$ cat src/rtl/arcade_input_pkg.sv
// Shared definitions for the arcade input mapper: PS/2 scancodes,
// key-latch slots, joystick bit positions and the coin FSM state type.
package arcade_input_pkg;

  // Arrow keys: matched on the low 8 bits only, extended flag ignored
  localparam logic [7:0] KEY_UP    = 8'h75;
  localparam logic [7:0] KEY_DOWN  = 8'h72;
  localparam logic [7:0] KEY_LEFT  = 8'h6B;
  localparam logic [7:0] KEY_RIGHT = 8'h74;

  // Player 1 buttons (space, left ctrl, left alt, left shift)
  localparam logic [8:0] KEY_SPACE  = 9'h029;
  localparam logic [8:0] KEY_LCTRL  = 9'h014;
  localparam logic [8:0] KEY_LALT   = 9'h011;
  localparam logic [8:0] KEY_LSHIFT = 9'h012;

  // Player 2 cluster (R/F/D/G directions, A/S/Q/W buttons)
  localparam logic [8:0] KEY_R = 9'h02D;
  localparam logic [8:0] KEY_F = 9'h02B;
  localparam logic [8:0] KEY_D = 9'h023;
  localparam logic [8:0] KEY_G = 9'h034;
  localparam logic [8:0] KEY_A = 9'h01C;
  localparam logic [8:0] KEY_S = 9'h01B;
  localparam logic [8:0] KEY_Q = 9'h015;
  localparam logic [8:0] KEY_W = 9'h01D;

  // System keys
  localparam logic [8:0] KEY_1  = 9'h016;
  localparam logic [8:0] KEY_2  = 9'h01E;
  localparam logic [8:0] KEY_3  = 9'h026;
  localparam logic [8:0] KEY_5  = 9'h02E;
  localparam logic [8:0] KEY_6  = 9'h036;
  localparam logic [8:0] KEY_F1 = 9'h005;
  localparam logic [8:0] KEY_F2 = 9'h006;

  // Key latch slots. Player slots follow the control layout {B4,B3,B2,B1,U,D,L,R}
  // so a player's latch byte can be OR-ed straight onto its joystick bits.
  localparam int          NUM_LATCHES = 22;
  localparam logic [4:0]  LI_P1_R     = 5'd0;
  localparam logic [4:0]  LI_P1_L     = 5'd1;
  localparam logic [4:0]  LI_P1_D     = 5'd2;
  localparam logic [4:0]  LI_P1_U     = 5'd3;
  localparam logic [4:0]  LI_P1_B1    = 5'd4;
  localparam logic [4:0]  LI_P1_B2    = 5'd5;
  localparam logic [4:0]  LI_P1_B3    = 5'd6;
  localparam logic [4:0]  LI_P1_B4    = 5'd7;
  localparam logic [4:0]  LI_P2_R     = 5'd8;
  localparam logic [4:0]  LI_P2_L     = 5'd9;
  localparam logic [4:0]  LI_P2_D     = 5'd10;
  localparam logic [4:0]  LI_P2_U     = 5'd11;
  localparam logic [4:0]  LI_P2_B1    = 5'd12;
  localparam logic [4:0]  LI_P2_B2    = 5'd13;
  localparam logic [4:0]  LI_P2_B3    = 5'd14;
  localparam logic [4:0]  LI_P2_B4    = 5'd15;
  localparam logic [4:0]  LI_START1   = 5'd16;
  localparam logic [4:0]  LI_START2   = 5'd17;
  localparam logic [4:0]  LI_COIN1    = 5'd18;
  localparam logic [4:0]  LI_COIN2    = 5'd19;
  // F1/F2 get their own latches so releasing them cannot cancel a held 1/5 key
  localparam logic [4:0]  LI_SC1      = 5'd20;
  localparam logic [4:0]  LI_SC2      = 5'd21;

  typedef enum logic [1:0] {IDLE, PULSE, GAP} coin_state_e;

  typedef struct packed {
    logic       hit;
    logic [4:0] idx;
  } key_hit_t;

  // Joystick word bit positions as a function of the button count
  function automatic int JOY_FIRE(input int n);
    return 4 + n;
  endfunction

  function automatic int JOY_START(input int nb);
    return 4 + nb;
  endfunction

  function automatic int JOY_COIN(input int nb);
    return 5 + nb;
  endfunction

  // Map a 9-bit {extended, scancode} to a latch slot; hit=0 for unknown keys
  function automatic key_hit_t key_decode(input logic [8:0] code);
    key_hit_t r;
    r.hit = 1'b1;
    r.idx = 5'd0;
    if      (code[7:0] == KEY_UP)    r.idx = LI_P1_U;
    else if (code[7:0] == KEY_DOWN)  r.idx = LI_P1_D;
    else if (code[7:0] == KEY_LEFT)  r.idx = LI_P1_L;
    else if (code[7:0] == KEY_RIGHT) r.idx = LI_P1_R;
    else begin
      case (code)
        KEY_SPACE:  r.idx = LI_P1_B1;
        KEY_LCTRL:  r.idx = LI_P1_B2;
        KEY_LALT:   r.idx = LI_P1_B3;
        KEY_LSHIFT: r.idx = LI_P1_B4;
        KEY_R:      r.idx = LI_P2_U;
        KEY_F:      r.idx = LI_P2_D;
        KEY_D:      r.idx = LI_P2_L;
        KEY_G:      r.idx = LI_P2_R;
        KEY_A:      r.idx = LI_P2_B1;
        KEY_S:      r.idx = LI_P2_B2;
        KEY_Q:      r.idx = LI_P2_B3;
        KEY_W:      r.idx = LI_P2_B4;
        KEY_1:      r.idx = LI_START1;
        KEY_2:      r.idx = LI_START2;
        KEY_5:      r.idx = LI_COIN1;
        KEY_6:      r.idx = LI_COIN2;
        KEY_F1:     r.idx = LI_SC1;
        KEY_F2:     r.idx = LI_SC2;
        default:    r.hit = 1'b0;
      endcase
    end
    return r;
  endfunction

endpackage

$ cat src/rtl/coin_shaper.sv
// One coin slot: rising-edge detect on the request, fixed-length pulse,
// enforced low gap, and a single-deep pending flag for early requests.
module coin_shaper
  import arcade_input_pkg::*;
#(
  parameter logic [23:0] COIN_PULSE = 24'd4800000,
  parameter logic [23:0] COIN_GAP   = 24'd2400000
) (
  input  logic clk_sys,
  input  logic reset_n,
  input  logic i_req,
  output logic o_coin
);

  coin_state_e r_state;
  coin_state_e w_state_next;
  logic [23:0] r_cnt;
  logic        r_pending;
  logic        r_req;
  logic        r_req_prev;
  logic        w_edge;
  logic        w_cnt_zero;

  // Register the request, then compare with its previous sample for edges
  always_ff @(posedge clk_sys or negedge reset_n) begin
    if (!reset_n) begin
      r_req      <= 1'b0;
      r_req_prev <= 1'b0;
    end else begin
      r_req      <= i_req;
      r_req_prev <= r_req;
    end
  end

  assign w_edge     = r_req & ~r_req_prev;
  assign w_cnt_zero = (r_cnt == 24'd0);

  // State register
  always_ff @(posedge clk_sys or negedge reset_n) begin
    if (!reset_n) r_state <= IDLE;
    else          r_state <= w_state_next;
  end

  // Next-state logic; a queued (or coincident) request skips IDLE after the gap
  always_comb begin
    w_state_next = r_state;
    case (r_state)
      IDLE:    if (w_edge) w_state_next = PULSE;
      PULSE:   if (w_cnt_zero) w_state_next = GAP;
      GAP:     if (w_cnt_zero) w_state_next = (r_pending | w_edge) ? PULSE : IDLE;
      default: w_state_next = IDLE;
    endcase
  end

  // Output: slot is driven high for the whole PULSE state
  always_comb begin
    o_coin = (r_state == PULSE);
  end

  // Down-counter, loaded with length-1 on entry to PULSE or GAP
  always_ff @(posedge clk_sys or negedge reset_n) begin
    if (!reset_n) begin
      r_cnt <= 24'd0;
    end else if (w_state_next == PULSE && r_state != PULSE) begin
      r_cnt <= COIN_PULSE - 24'd1;
    end else if (w_state_next == GAP && r_state == PULSE) begin
      r_cnt <= COIN_GAP - 24'd1;
    end else if (!w_cnt_zero) begin
      r_cnt <= r_cnt - 24'd1;
    end
  end

  // Pending flag: saturating single request, consumed when the gap ends
  always_ff @(posedge clk_sys or negedge reset_n) begin
    if (!reset_n) begin
      r_pending <= 1'b0;
    end else if (r_state == GAP && w_cnt_zero) begin
      r_pending <= 1'b0;
    end else if ((r_state == PULSE || r_state == GAP) && w_edge) begin
      r_pending <= 1'b1;
    end
  end

  a_pulse_nonzero: assert property (@(posedge clk_sys) COIN_PULSE != 24'd0)
    else $error("coin_shaper: COIN_PULSE must be non-zero");
  a_gap_nonzero: assert property (@(posedge clk_sys) COIN_GAP != 24'd0)
    else $error("coin_shaper: COIN_GAP must be non-zero");

endmodule

$ cat src/rtl/arcade_input_mapper.sv
// Arcade control front end: PS/2 key latches merged with HPS joysticks
// into registered active-high per-player controls, with upright folding,
// shared autofire and two shaped coin slots.
module arcade_input_mapper
  import arcade_input_pkg::*;
#(
  parameter int          NUM_PLAYERS  = 2,
  parameter int          NUM_BUTTONS  = 2,
  parameter logic [23:0] COIN_PULSE   = 24'd4800000,
  parameter logic [23:0] COIN_GAP     = 24'd2400000,
  parameter logic [21:0] AUTOFIRE_DIV = 22'd2000000
) (
  input  logic                                 clk_sys,
  input  logic                                 reset_n,
  input  logic [10:0]                          ps2_key,
  input  logic [16*NUM_PLAYERS-1:0]            joy,
  input  logic                                 cocktail,
  input  logic [NUM_PLAYERS-1:0]               autofire_en,
  input  logic                                 kbd_clear,
  output logic [(4+NUM_BUTTONS)*NUM_PLAYERS-1:0] ctl_out,
  output logic [NUM_PLAYERS-1:0]               start_out,
  output logic [1:0]                           coin_out
);

  localparam int CW = 4 + NUM_BUTTONS;

  logic                   r_tog;
  logic                   r_tog_vld;
  logic                   w_key_event;
  key_hit_t               w_key_hit;
  logic [NUM_LATCHES-1:0] r_keys;
  logic [21:0]            r_af_cnt;
  logic                   r_af_phase;
  logic [CW-1:0]          w_own [NUM_PLAYERS];
  logic [CW*NUM_PLAYERS-1:0] w_ctl_next;
  logic [NUM_PLAYERS-1:0] w_start_next;
  logic [CW*NUM_PLAYERS-1:0] r_ctl;
  logic [NUM_PLAYERS-1:0] r_start;
  logic [1:0]             w_coin_req;
  logic                   w_unused;

  // Toggle tracker; r_tog_vld masks the first post-reset cycle so the
  // initial toggle level is adopted without being seen as an event
  always_ff @(posedge clk_sys or negedge reset_n) begin
    if (!reset_n) begin
      r_tog     <= 1'b0;
      r_tog_vld <= 1'b0;
    end else begin
      r_tog     <= ps2_key[10];
      r_tog_vld <= 1'b1;
    end
  end

  assign w_key_event = r_tog_vld & (ps2_key[10] ^ r_tog);
  assign w_key_hit   = key_decode(ps2_key[8:0]);

  // Key latches; clear takes priority over a coincident key event
  always_ff @(posedge clk_sys or negedge reset_n) begin
    if (!reset_n) begin
      r_keys <= '0;
    end else if (kbd_clear) begin
      r_keys <= '0;
    end else if (w_key_event && w_key_hit.hit) begin
      r_keys[w_key_hit.idx] <= ps2_key[9];
    end
  end

  // Free-running autofire timebase shared by all players
  always_ff @(posedge clk_sys or negedge reset_n) begin
    if (!reset_n) begin
      r_af_cnt   <= 22'd0;
      r_af_phase <= 1'b0;
    end else if (r_af_cnt == AUTOFIRE_DIV - 22'd1) begin
      r_af_cnt   <= 22'd0;
      r_af_phase <= ~r_af_phase;
    end else begin
      r_af_cnt   <= r_af_cnt + 22'd1;
    end
  end

  // Per-player merge of joystick and keyboard; only players 1 and 2 have keys
  for (genvar gi = 0; gi < NUM_PLAYERS; gi++) begin : g_merge
    logic [CW-1:0] w_key_ctl;
    logic          w_key_start;
    if (gi == 0) begin : g_p1
      assign w_key_ctl   = r_keys[CW-1:0];
      assign w_key_start = r_keys[LI_START1] | r_keys[LI_SC1];
    end else if (gi == 1) begin : g_p2
      assign w_key_ctl   = r_keys[8 +: CW];
      assign w_key_start = r_keys[LI_START2] | r_keys[LI_SC2];
    end else begin : g_joy_only
      assign w_key_ctl   = '0;
      assign w_key_start = 1'b0;
    end
    assign w_own[gi]        = joy[16*gi +: CW] | w_key_ctl;
    assign w_start_next[gi] = joy[16*gi + JOY_START(NUM_BUTTONS)] | w_key_start;
  end

  // Upright folding of P2 into P1, then autofire gating of fire[0]
  for (genvar gi = 0; gi < NUM_PLAYERS; gi++) begin : g_ctl
    logic [CW-1:0] w_fold;
    logic [CW-1:0] w_fire_ctl;
    if (gi == 0 && NUM_PLAYERS > 1) begin : g_fold
      assign w_fold = cocktail ? w_own[0] : (w_own[0] | w_own[1]);
    end else begin : g_nofold
      assign w_fold = w_own[gi];
    end

    // Held fire[0] follows the autofire phase when this player enables it
    always_comb begin
      w_fire_ctl = w_fold;
      w_fire_ctl[JOY_FIRE(0)] = w_fold[JOY_FIRE(0)] & (~autofire_en[gi] | r_af_phase);
    end

    assign w_ctl_next[gi*CW +: CW] = w_fire_ctl;
  end

  // Output register for controls and start buttons
  always_ff @(posedge clk_sys or negedge reset_n) begin
    if (!reset_n) begin
      r_ctl   <= '0;
      r_start <= '0;
    end else begin
      r_ctl   <= w_ctl_next;
      r_start <= w_start_next;
    end
  end

  assign ctl_out   = r_ctl;
  assign start_out = r_start;

  // Coin requests: even players feed slot 0, odd players slot 1
  always_comb begin
    w_coin_req[0] = r_keys[LI_COIN1] | r_keys[LI_SC1];
    w_coin_req[1] = r_keys[LI_COIN2] | r_keys[LI_SC2];
    for (int p = 0; p < NUM_PLAYERS; p++) begin
      w_coin_req[p % 2] = w_coin_req[p % 2] | joy[16*p + JOY_COIN(NUM_BUTTONS)];
    end
  end

  for (genvar gi = 0; gi < 2; gi++) begin : g_coin
    coin_shaper #(
      .COIN_PULSE (COIN_PULSE),
      .COIN_GAP   (COIN_GAP)
    ) u_coin_shaper (
      .clk_sys (clk_sys),
      .reset_n (reset_n),
      .i_req   (w_coin_req[gi]),
      .o_coin  (coin_out[gi])
    );
  end

  // Joystick bits above coin and spare key slots are intentionally ignored
  assign w_unused = ^{joy, r_keys, cocktail};

endmodule

$ cat config.mk
export PLATFORM = sky130hd
export DESIGN_NAME = arcade_input_mapper
export DESIGN_NICKNAME = d
export VERILOG_FILES = /design/src/rtl/arcade_input_pkg.sv /design/src/rtl/coin_shaper.sv /design/src/rtl/arcade_input_mapper.sv
export SDC_FILE = /design/constraint.sdc
export NUM_CORES = 1
export LEC_CHECK = 0
export ABC_AREA = 1
export ABC_CLOCK_PERIOD_IN_PS = 1670
export BUFFER_PORTS_ARGS = -buffer_cell sky130_fd_sc_hd__buf_2
export CAP_MARGIN = 20
export CORE_MARGIN = 10
export CORE_UTILIZATION = 40
export DETAILED_ROUTE_END_ITERATION = 10
export HOLD_SLACK_MARGIN = 0.15
export PLACE_DENSITY = 0.7
export SYNTH_ARGS = -nofsm -noshare
export SYNTH_HDL_FRONTEND = slang
export SYNTH_HIERARCHICAL = 1
export SYNTH_SLANG_ARGS = --single-unit
$ cat constraint.sdc
create_clock -name clk_sys -period 1.67 [get_ports clk_sys]
set_input_delay 0.167 -clock clk_sys [delete_from_list [all_inputs] [get_ports clk_sys]]
set_output_delay 0.167 -clock clk_sys [all_outputs]
set_load 0.01 [all_outputs]
==> results.txt <==
----------------------------------------------------
[STA]
  Worst-case headroom to the max-slew limit ... 55.1%
  Share of the cycle needed by the critical path after routing ... 112%
  Setup repair after global routing missed its margin ... true
  Number of setup violations in the final report ... 54
  Final worst hold slack ... between 150 and 200 ps
  Worst Setup Slack, final ... -204 ps
  Worst Skew ... 8.53 ps
  Slew at the pin with the worst max-slew slack ... 674 ps
  Pins Over Slew Limit ... 0
  Final min period ... roughly 1900 ps
  Highest clock rate ... around 0.53 GHz
  Number of hold violations in the final report ... 0

[Clock tree]
  Total number of clock tree sinks ... 115
  Latest clock arrival within the worst-skew pair ... 420 ps
  CTS tree ... yes
  CTS HTree Levels ... 4
  Maximum clock path buffer count ... 2
  Register clock-pin slew on the reported worst setup and hold paths ... around 50 ps
  TritonCTS buffer count ... 17
  Root Buffer ... clkbuf_16

[Floorplan]
  Floorplan die width ... 152 um
  Core region area ... roughly 0.017 sq mm
  Row count ... 48
  Die area ... 0.0231 sq mm
  Number of primary I/O pins ... 65
  Initial Utilization ... between 40% and 50%
  Y dimension of the die ... ~150 um

[Worst setup path]
  Crit-path leading delay family ... simple AND/OR/NAND/NOR gates
  Cells traversed along the worst timing path ... inv_2 -> ha_4 -> nand2_4 -> nor2_4 -> nand3_4 -> a21oi_4 -> nand2_2 -> nor2_4 -> clkinv_4 -> nand2_4 -> nor2_1
  Crit path kind ... flop to flop
  Depth of the most critical reg-to-reg path ... 11
  Worst path max stage delay ... ~380 ps
  Buf/Inv on CP ... 2
  Cell type of the slowest stage on the worst timing path ... dfrtp_1
  Flop2flop setup slack ... -200 ps
  Data arrival time at the worst-slack endpoint ... ~2200 ps
  Reg2Reg Capture Point ... g_coin[1].u_coin_shaper/r_cnt[20]
  Startpoint of the worst-slack reg-to-reg timing path ... g_coin[1].u_coin_shaper/r_cnt[1]
  Kind of end point of the critical path ... flop
  Critical Path Source Type ... flop
  Worst Path Max Fanout ... 7
  Data required time of the worst path ... approximately 2000 ps

[Routing]
  Avg Vias per Cell ... 4.80
  DRC Markers ... 0
  Wirelength per Cell ... 13.3 um
  Initial detailed-routing violation count ... about 450
  Aggregate routed wire length ... 18.9 mm
  Antenna violation net count after detailed routing ... 0
  Via count ... between 6000 and 7000
  Detailed-router iteration count before antenna repair ... 5

[Place]
  Final weighted congestion in routability-driven placement ... roughly 0.92
  I/O Buffers ... 48
  Sum of net half-perimeters after detailed placement ... about 13 mm
  Total instance count after detailed placement ... 1329

[Layout]
  Total Nets Final ... 1240
  Fill cell instance count of the final layout ... 1479
  Multi-input gate area ... 0.00395 sq mm
  Synthesis-to-finish area growth ... 48.0%
  Diode count ... 0
  Number of standard cells in the final layout excluding fillers ... approximately 1400
  Share of layout cells above drive strength 1 ... a little under two fifths
  FF/Latch Area ... 0.00288 sq mm

[Synthesis]
  Top cells by area in the synthesized netlist ... dfrtp_1 (41%), nand2_1 (11%), nor2_1 (8.3%), inv_1 (6.1%), nand3_1 (3.5%)
  Biggest area consumer among synthesized cells ... dfrtp_1
  Post-Syn Area ... ~0.007 sq mm
  Post-synth EDFFs ... 0
  Number of synthesis warnings ... 6
  Flip-flop and latch count after synthesis ... 115
  Top flip-flop cell by instance count after synthesis ... dfrtp_1
  Post-synthesis instance total ... ~900
  Area share of the leading cell type in the synthesized netlist ... 41.4%
  Most frequent cell after synthesis ... nand2_1
  Post-Synthesis Net Count ... about 960
  Cell variety after synth ... 45
  Proportion of register bits with asynchronous set or reset after synthesis ... 100%
  Most instantiated cells after synthesis ... nand2_1 (206), nor2_1 (154), dfrtp_1 (115)
  Part of the Yosys area used for sequential elements ... about two fifths
  Mean cell area of the mapped netlist ... ~7.7 sq um

[Run status]
  Failing checks ... setup timing
  Outcome ... finished with violations

[Worst hold path]
  Worst Hold Class ... input pin to flop
  Number of stages on the worst hold path ... 5
  Hold Path Sink ... r_keys[20]
  Hold wc startpoint ... kbd_clear

[Global route]
  GRT Total Usage ... between 10% and 20%
  Maximum number of pins on one net before global-route repair ... between 100 and 150
  First-pass GRT wire length ... 31.2 mm
  Sum of overflow across all layers after global routing ... 0
  Number of antenna violations at the first check in global routing ... 0
  Via count of the first global-routing pass ... 6703

[Power and ir drop]
  Power per cell area ... roughly 900 mW/mm^2
  Cell leakage power ... 5.03 nW
  Worst supply voltage drop on vdd ... about 0.73 mV
  Total power draw ... approximately 0.0095 W

[Flow run]
  Max-cap violations ... 0

----------------------------------------------------
tightest hold or removal path, delay by kind of cell:
| family | cells | cell delay (ps) |
|---|---|---|
| and+or+nand+nor | 2 | 110 |
| buffers and inverters | 2 | 150 |
| AOI/OAI and AO/OA | 1 | 150 |
metrics by stage:
stage          instance area, sq um  setup TNS (ps)  util [%]  worst slack [ps]
4_1_cts                        9780           -5390      56.9              -145
3_3_place_gp                   8740           -4450      50.9             -95.0
2_1_floorplan                  7050           -1970         -             -65.2
6_report                      10300           -7480      59.9              -204
5_1_grt                       10300          -14090      59.9              -306
3_5_place_dp                   8740           -7490      50.9              -153
where the power goes:
group,total (W),internal (W),switching (W)
registers,0.00305,0.00294,0.000104
clock network,0.00394,0.00267,0.00127
logic,0.00256,0.00122,0.00133
layout by cell type, fill, tap and decap left out, types with 4 or more instances in the layout:
cell type / n
or2_2: 5
nor3_1: 16
xnor2_1: 12
ha_1: 8
nand3_1: 35
nor2_2: 34
clkinv_2: 5
o21ai_0: 25
a21oi_4: 6
nand2_2: 23
nor4_1: 9
buf_4: 174
nor2_4: 19
buf_12: 4
nor4_2: 4
nand3_4: 5
xor2_1: 26
clkbuf_16: 17
nand2_1: 184
or2_4: 4
buf_6: 20
nor2_1: 121
inv_1: 99
nand3_2: 23
nand4_1: 14
nand3b_1: 5
bufinv_16: 5
inv_2: 17
dlygate4sd3_1: 23
a31oi_1: 7
or3_1: 4
a21oi_1: 19
dfrtp_1: 112
nand2_4: 10
a211o_1: 5
buf_2: 47
kinds of logic after synthesis:
family / after synthesis / synth area share (%)
AOI/OAI and AO/OA: 83 / 7.92
xor gates and xnor gates: 39 / 4.91
adders and majority gates: 11 / 1.98
buffers and inverters: 131 / 8.06
DFF: 115 / 41.4
other: 1 / 0.0539
and+or+nand+nor: 524 / 35.7
metal layers:
metal | global-route usage [%] | vias up | share of wire, %
met5 | 0 | - | 0
met4 | 6.60 | 0 | 2.5
met3 | 2.99 | 36 | 3.4
met2 | 26.9 | 146 | 50
met1 | 19.2 | 3175 | 44
li1 | - | 3444 | -
sequential cells by signal, indices dropped and copies added, names as in the netlist:
| name | cells |
|---|---|
| r_tog_vld | 1 |
| r_af_phase | 1 |
| r_keys | 18 |
| g_coin.u_coin_shaper/r_cnt | 48 |
| g_coin.u_coin_shaper/r_state | 4 |
| r_af_cnt | 22 |
| start_out | 2 |
| g_coin.u_coin_shaper/r_req_prev | 2 |
| g_coin.u_coin_shaper/r_pending | 2 |
| r_tog | 1 |
| g_coin.u_coin_shaper/r_req | 2 |
| ctl_out | 12 |
worst max-delay path by stage:
stage | slack, ps | start | endpoint | depth (start not counted)
after global placement | -100 | g_coin[0].u_coin_shaper/r_cnt[4] | g_coin[0].u_coin_shaper/r_cnt[1] | 10
after CTS | -150 | g_coin[1].u_coin_shaper/r_cnt[1] | g_coin[1].u_coin_shaper/r_cnt[15] | 11
after global routing | -310 | g_coin[0].u_coin_shaper/r_cnt[12] | g_coin[0].u_coin_shaper/r_cnt[5] | 10
after detailed placement | -150 | g_coin[1].u_coin_shaper/r_cnt[16] | g_coin[1].u_coin_shaper/r_cnt[20] | 10
after floorplan | -70 | g_coin[0].u_coin_shaper/r_cnt[1] | g_coin[0].u_coin_shaper/r_cnt[0] | 11
final | -200 | g_coin[1].u_coin_shaper/r_cnt[1] | g_coin[1].u_coin_shaper/r_cnt[20] | 11
timing repair:
action,in CTS,in global routing
endpoints found under the hold margin,132,0
resized for setup,16,115
endpoints found under the setup margin,53,71
buffers inserted,15,21
hold buffers,24,0
pin swaps,14,48
cell type report:
| class | count | area share, % |
|---|---|---|
| well taps | 225 | 2.74 |
| flip-flops and latches | 115 | 28.0 |
| repair buffers | 269 | 20.3 |
| multi-input cells | 658 | 38.4 |
| inverters | 119 | 4.41 |
| clock inverters | 11 | 1.78 |
| clock buffers | 21 | 4.38 |
Power figures use the tool's default switching activity.
